### src/rtl/had_pkg.sv
// Shared HAD definitions: FSM state encodings, the NOP instruction word and the
// default sizing of the debug instruction queue.
package had_pkg;

  typedef enum logic [1:0] {
    ST_IDLE     = 2'd0,
    ST_ISSUE    = 2'd1,
    ST_WAIT_RET = 2'd2
  } had_state_e;

  localparam logic [31:0] HAD_NOP         = 32'h0000_0013;
  localparam int unsigned HAD_DEF_DEPTH   = 4;
  localparam int unsigned HAD_DEF_TMO_CYC = 255;

endpackage : had_pkg

### src/rtl/had_inst_fifo.sv
// Circular instruction buffer for the HAD debug queue. Pointers carry one extra
// wrap bit so full and empty are distinguishable without a separate counter.
// Holds the sticky overflow flag for pushes that arrive while the buffer is full.
module had_inst_fifo
  import had_pkg::*;
#(
  parameter int unsigned DEPTH = HAD_DEF_DEPTH
) (
  input  logic        clk_i,
  input  logic        rst_i,
  input  logic        push_i,
  input  logic        pop_i,
  input  logic        flush_i,
  input  logic [31:0] data_i,
  output logic [31:0] data_o,
  output logic        empty_o,
  output logic        full_o,
  output logic        ovf_o
);

  localparam int unsigned AW = $clog2(DEPTH);
  localparam logic [AW:0] PTR_ONE = (AW + 1)'(1);

  logic [AW:0] wr_ptr_q;
  logic [AW:0] rd_ptr_q;
  logic        ovf_q;
  logic [31:0] mem_q [DEPTH];

  logic push_ok;
  logic pop_ok;

  assign empty_o = (wr_ptr_q == rd_ptr_q);
  assign full_o  = (wr_ptr_q[AW] != rd_ptr_q[AW]) &&
                   (wr_ptr_q[AW-1:0] == rd_ptr_q[AW-1:0]);

  // A push into a full buffer is still taken when the head leaves in the same cycle.
  assign pop_ok  = pop_i && !empty_o;
  assign push_ok = push_i && (!full_o || pop_ok);

  assign data_o  = mem_q[rd_ptr_q[AW-1:0]];
  assign ovf_o   = ovf_q;

  // Pointer and overflow-flag update; flush takes priority over push and pop.
  always_ff @(posedge clk_i or posedge rst_i) begin
    // NOTE: sequential state always uses non-blocking assignments so every flop
    // samples the pre-edge values, independent of statement order.
    if (rst_i) begin
      wr_ptr_q <= '0;
      rd_ptr_q <= '0;
      ovf_q    <= 1'b0;
    end else if (flush_i) begin
      wr_ptr_q <= '0;
      rd_ptr_q <= '0;
      ovf_q    <= 1'b0;
    end else begin
      if (push_ok) wr_ptr_q <= wr_ptr_q + PTR_ONE;
      if (pop_ok)  rd_ptr_q <= rd_ptr_q + PTR_ONE;
      if (push_i && !push_ok) ovf_q <= 1'b1;
    end
  end

  // Storage write; contents are only ever read behind a valid pointer.
  always_ff @(posedge clk_i) begin
    // NOTE: the storage array has no reset; stale words are unreachable once the
    // pointers are cleared, and leaving it unreset keeps it mappable to RAM.
    if (push_ok && !flush_i) mem_q[wr_ptr_q[AW-1:0]] <= data_i;
  end

endmodule : had_inst_fifo

### src/rtl/had_inst_queue.sv
// HAD debug instruction queue. Buffers instructions written over JTAG, presents
// them one at a time to the core and waits for each to retire (with a timeout).
// In fast-download mode the sequencer drives the core interface directly and the
// issue FSM is frozen in place.
module had_inst_queue
  import had_pkg::*;
#(
  parameter int unsigned DEPTH   = HAD_DEF_DEPTH,
  parameter int unsigned TMO_CYC = HAD_DEF_TMO_CYC
) (
  input  logic        had_clk,
  input  logic        had_rst,
  input  logic        reg_had_ir_wr,
  input  logic [31:0] reg_had_ir_data,
  input  logic        reg_had_q_flush,
  input  logic        seq_had_fdl_sel,
  input  logic [31:0] seq_had_inst,
  input  logic        seq_had_inst_vld,
  input  logic        iu_had_inst_ack,
  input  logic        iu_had_xx_retire,
  output logic [31:0] had_iu_inst,
  output logic        had_iu_inst_vld,
  output logic        had_q_empty,
  output logic        had_q_full,
  output logic        had_q_ovf,
  output logic        had_q_tmo,
  output logic        had_q_busy
);

  localparam logic [15:0] TMO_LAST = 16'(TMO_CYC - 1);

  had_state_e  state_q;
  logic [15:0] tmo_cnt_q;
  logic        tmo_q;

  logic [31:0] head;
  logic        q_empty;
  logic        issue_ack;

  // Acks only pop the queue while the queue path owns the core interface.
  assign issue_ack = (state_q == ST_ISSUE) && !seq_had_fdl_sel && iu_had_inst_ack;

  had_inst_fifo #(
    .DEPTH (DEPTH)
  ) u_fifo (
    .clk_i   (had_clk),
    .rst_i   (had_rst),
    .push_i  (reg_had_ir_wr),
    .pop_i   (issue_ack),
    .flush_i (reg_had_q_flush),
    .data_i  (reg_had_ir_data),
    .data_o  (head),
    .empty_o (q_empty),
    .full_o  (had_q_full),
    .ovf_o   (had_q_ovf)
  );

  // Issue FSM with retire-timeout counter; frozen while fast-download owns the core.
  always_ff @(posedge had_clk or posedge had_rst) begin
    if (had_rst) begin
      state_q   <= ST_IDLE;
      tmo_cnt_q <= '0;
      tmo_q     <= 1'b0;
    end else if (reg_had_q_flush) begin
      state_q   <= ST_IDLE;
      tmo_cnt_q <= '0;
      tmo_q     <= 1'b0;
    end else if (!seq_had_fdl_sel) begin
      case (state_q)
        ST_IDLE: begin
          if (!q_empty) state_q <= ST_ISSUE;
        end
        ST_ISSUE: begin
          // A retire in the ack cycle belongs to an older instruction and is ignored.
          if (iu_had_inst_ack) begin
            tmo_cnt_q <= '0;
            state_q   <= ST_WAIT_RET;
          end
        end
        ST_WAIT_RET: begin
          if (iu_had_xx_retire) begin
            state_q <= q_empty ? ST_IDLE : ST_ISSUE;
          end else if (tmo_cnt_q == TMO_LAST) begin
            // Give up on the in-flight word; it has already left the queue.
            tmo_q   <= 1'b1;
            state_q <= ST_IDLE;
          end else begin
            tmo_cnt_q <= tmo_cnt_q + 16'd1;
          end
        end
        default: state_q <= ST_IDLE;
      endcase
    end
  end

  assign had_iu_inst_vld = seq_had_fdl_sel ? seq_had_inst_vld : (state_q == ST_ISSUE);
  assign had_iu_inst     = seq_had_fdl_sel ? seq_had_inst :
                           (state_q == ST_ISSUE) ? head : 32'h0;

  assign had_q_empty = q_empty;
  assign had_q_tmo   = tmo_q;
  assign had_q_busy  = (state_q != ST_IDLE) || !q_empty;

endmodule : had_inst_queue
### config.mk
export PLATFORM = sky130hd
export DESIGN_NAME = had_inst_queue
export DESIGN_NICKNAME = d
export VERILOG_FILES = /design/src/rtl/had_pkg.sv /design/src/rtl/had_inst_fifo.sv /design/src/rtl/had_inst_queue.sv
export SDC_FILE = /design/constraint.sdc
export NUM_CORES = 1
export LEC_CHECK = 0
export CORE_MARGIN = 3
export CORE_UTILIZATION = 48
export DETAILED_ROUTE_END_ITERATION = 16
export PLACE_DENSITY = 0.76
export SETUP_SLACK_MARGIN = 0.05
export SYNTH_ARGS = -nofsm -noshare
export SYNTH_HDL_FRONTEND = slang
export SYNTH_HIERARCHICAL = 1
export SYNTH_SLANG_ARGS = --single-unit
### constraint.sdc
create_clock -name had_clk -period 2.7 [get_ports had_clk]
set_input_delay 0.54 -clock had_clk [delete_from_list [all_inputs] [get_ports had_clk]]
set_output_delay 0.54 -clock had_clk [all_outputs]
set_load 0.03 [all_outputs]
==> reports/qor.csv <==
metric,value,unit
synth-to-layout area growth,31.1,%
RD Place Congestion,0.849,
initial core utilization,0.494,
RSZ-0062 raised after global routing,true,
Yosys cell types,55,
global-route wire length before repair,21500,microns
clock sinks,154,
total track usage,0.192,
share of layout cells above drive strength 1,0.277,
status,completed,
Post-synth ARST share,0.169,
"Top FF cell, synth",edfxtp_1,
combinational power share,0.092,
die area,15200,sq um
hold crit path type,in2async,
CP endpoint kind,output port,
Crit path largest cell delay,580,ps
min Tclk post-route,2610,ps
kind of critical path,reg2out,
"Seq/Total Area, Yosys",0.682,
"Cell Count, Final, Fillers Out",696,
Nets,586,
Pins Over Slew Limit,0,
design internal power,4.50,mW
Syn Area/Cell,17.4,sq um
power share of the clock group,0.442,
slowest CP cell,mux4_2,
Yosys reg bits,154,
worst-path maximum fanout,14,
Worst-Skew Late Latency,420,ps
Synth Cell Area,6590,sq um
Rows,42,
clock root buffer,clkbuf_16,
GRT Residual Overflow,0,
largest net degree at the start of global routing,35,
register share of total power,0.466,
VDD IR-drop max,654,uV
Met2 Wirelength,6640,microns
worst path required time,2160,ps
yosys warns,6,
Gate Count Post-Synth,379,
Placeable Area,13300,sq um
DR pass1 iterations,4,
Antenna Nets Post-Route,0,
Fin Hold WS,383,ps
via count,3897,
CP Data Arrival Time,2070,ps
Worst Skew,8.82,ps
"CTS clk-pin slew, worst paths",60,ps
dominant cells by area after synthesis,"edfxtp_1, mux4_2, dfrtp_1",
Setup Buffers After CTS,0,
post-DR wirelength/cell,19.3,microns
Bufs on Longest Clock Path,2,
P_sw,1.22,mW
vias in the first global route,4056,
die width,123,microns
Chip Height,123,microns
Max-Cap Viols,0,
power per cell area,662,nW/um^2
Vias/cell,5.60,
I/O pin total,110,
DR DRC count,0,
antenna fix cells,0,
H-tree levels,4,
area share of the largest cell type after synthesis,0.583,
Mapped Nets,458,
highest metal used,met5,
dpl ws,151,ps
Post-Route Setup TNS,0,ps
crit path cell chain,buf_4 -> mux4_2 -> a22o_1 -> buf_4,
fin crit share,0.965,
worst-margin pin slew,736,ps
Yosys top cell by area,edfxtp_1,
Crit path max-delay family,multiplexers,
CTS Buf Count,17,
final WL,13500,microns
"Buf+Inv Stages, Crit Path",2,
HPWL Detailed,9010,microns
Final WS setup,94.8,ps
final hold viol count,0,
WL met1,5690,microns
Static Leakage,3.07,nW
Slew headroom,0.509,
dpl cells,664,
initial antenna violation count,1,
"EDFF count, synth",128,
CP dominant cell by count,buf_4,
port bufs,109,
met3 wire len,969,microns
Sw Share,0.214,
detailed router's first-iteration violation count,234,
Finish-stage setup viols,0,
TritonCTS clock tree,yes,
CP Launch Type,flop,
FMAX,0.384,GHz
Hold Buf Count CTS,0,
cells in the mapped netlist, types with 3 or more instances:
master    number
mux2i_1        4
dfrtp_1       26
nand4_1        5
nor2_1        18
nand3_1        7
mux4_2        32
o21ai_0        8
a21oi_1        9
and3_1         3
edfxtp_1     128
xor2_1         6
clkbuf_1      14
a211oi_1       3
xnor2_1        4
or3_1          6
nor3_1         3
ha_1           7
inv_1          5
and2_1         5
nand2_1       11
buf_2          3
a22o_1        32
worst paths after layout:
check                                        start                  end  slack [ps]  depth (start not counted)
worst max-delay path            u_fifo/rd_ptr_q[0]      had_iu_inst[18]          90                          4
worst min-delay path                       had_rst   u_fifo/rd_ptr_q[0]         380                          2
worst max register to register  u_fifo/rd_ptr_q[0]  u_fifo/mem_q[2][13]         500                          6
worst min register to register        u_fifo/ovf_o         u_fifo/ovf_o         500                          2
max in group asynchronous                  had_rst           state_q[0]        1650                          2
min in group had_clk                  u_fifo/ovf_o         u_fifo/ovf_o         500                          2
layout by cell type (no fill, tap or decap), types with 3 or more instances in the layout:
cell / n
a211oi_1: 3
a21oi_1: 9
a22o_1: 32
and2_2: 5
and3_1: 3
buf_12: 8
buf_4: 48
bufinv_16: 4
clkbuf_16: 17
clkbuf_8: 3
clkdlybuf4s50_1: 72
dfrtp_1: 24
edfxtp_1: 128
ha_1: 7
inv_1: 5
inv_6: 3
mux2i_1: 4
mux4_2: 32
nand2_1: 11
nand3_1: 7
nand4_1: 5
nor2_1: 18
o21ai_0: 8
or3_1: 6
xnor2_1: 4
xor2_1: 6
kinds of logic after synthesis:
kind of cell	synth area share
buffers and inverters	0.0167
adder cells (fa/ha/maj)	0.0133
AND/OR/NAND/NOR	0.0655
AO/OA/AOI/OAI	0.0856
multiplexers	0.115
flip-flops	0.682
XOR/XNOR	0.0216
layout make-up:
| class | instances | area (sq um) |
|---|---|---|
| Fill cell | 920 | 4710 |
| Clock buffer | 19 | 453 |
| Tap cell | 176 | 220 |
| Timing Repair Buffer | 130 | 1260 |
| Clock inverter | 13 | 189 |
| Multi-Input combinational cell | 199 | 2000 |
| Sequential cell | 154 | 4500 |
| Inverter | 5 | 18.8 |
repair_timing:
item / 4_1_cts / 5_1_grt
endpoints found under the setup margin: 22 / 29
pin swaps: 0 / 0
resized for setup: 2 / 1
stage by stage:
step	util	power, mW	cell area (sq um)
floorplan	-	2.97	6600
global placement	0.598	3.23	7990
detailed placement	0.598	3.24	7990
CTS	0.647	5.77	8640
global route	0.647	5.91	8640
finish	0.647	5.72	8640
state kept, by name, summed over array words and instances (netlist names):
name / flops
u_fifo/wr_ptr_q: 3
state_q: 2
had_q_tmo: 1
u_fifo/rd_ptr_q: 3
u_fifo/mem_q: 128
tmo_cnt_q: 16
u_fifo/ovf_o: 1
power by group through the flow:
stage	Sequential, mW	Combinational (mW)	Clock (mW)
final	2.66	0.527	2.53
after global routing	2.67	0.566	2.67
after CTS	2.66	0.534	2.57
after detailed placement	2.71	0.528	0
after global placement	2.71	0.521	0
after floorplan	2.71	0.261	0
routing by layer:
metal,vias up,global-route usage
li1,1793,-
met1,1957,0.249
met2,130,0.309
met3,15,0.0604
met4,2,0.0657
met5,-,0
Note: power is estimated with default switching activity, not from simulation.
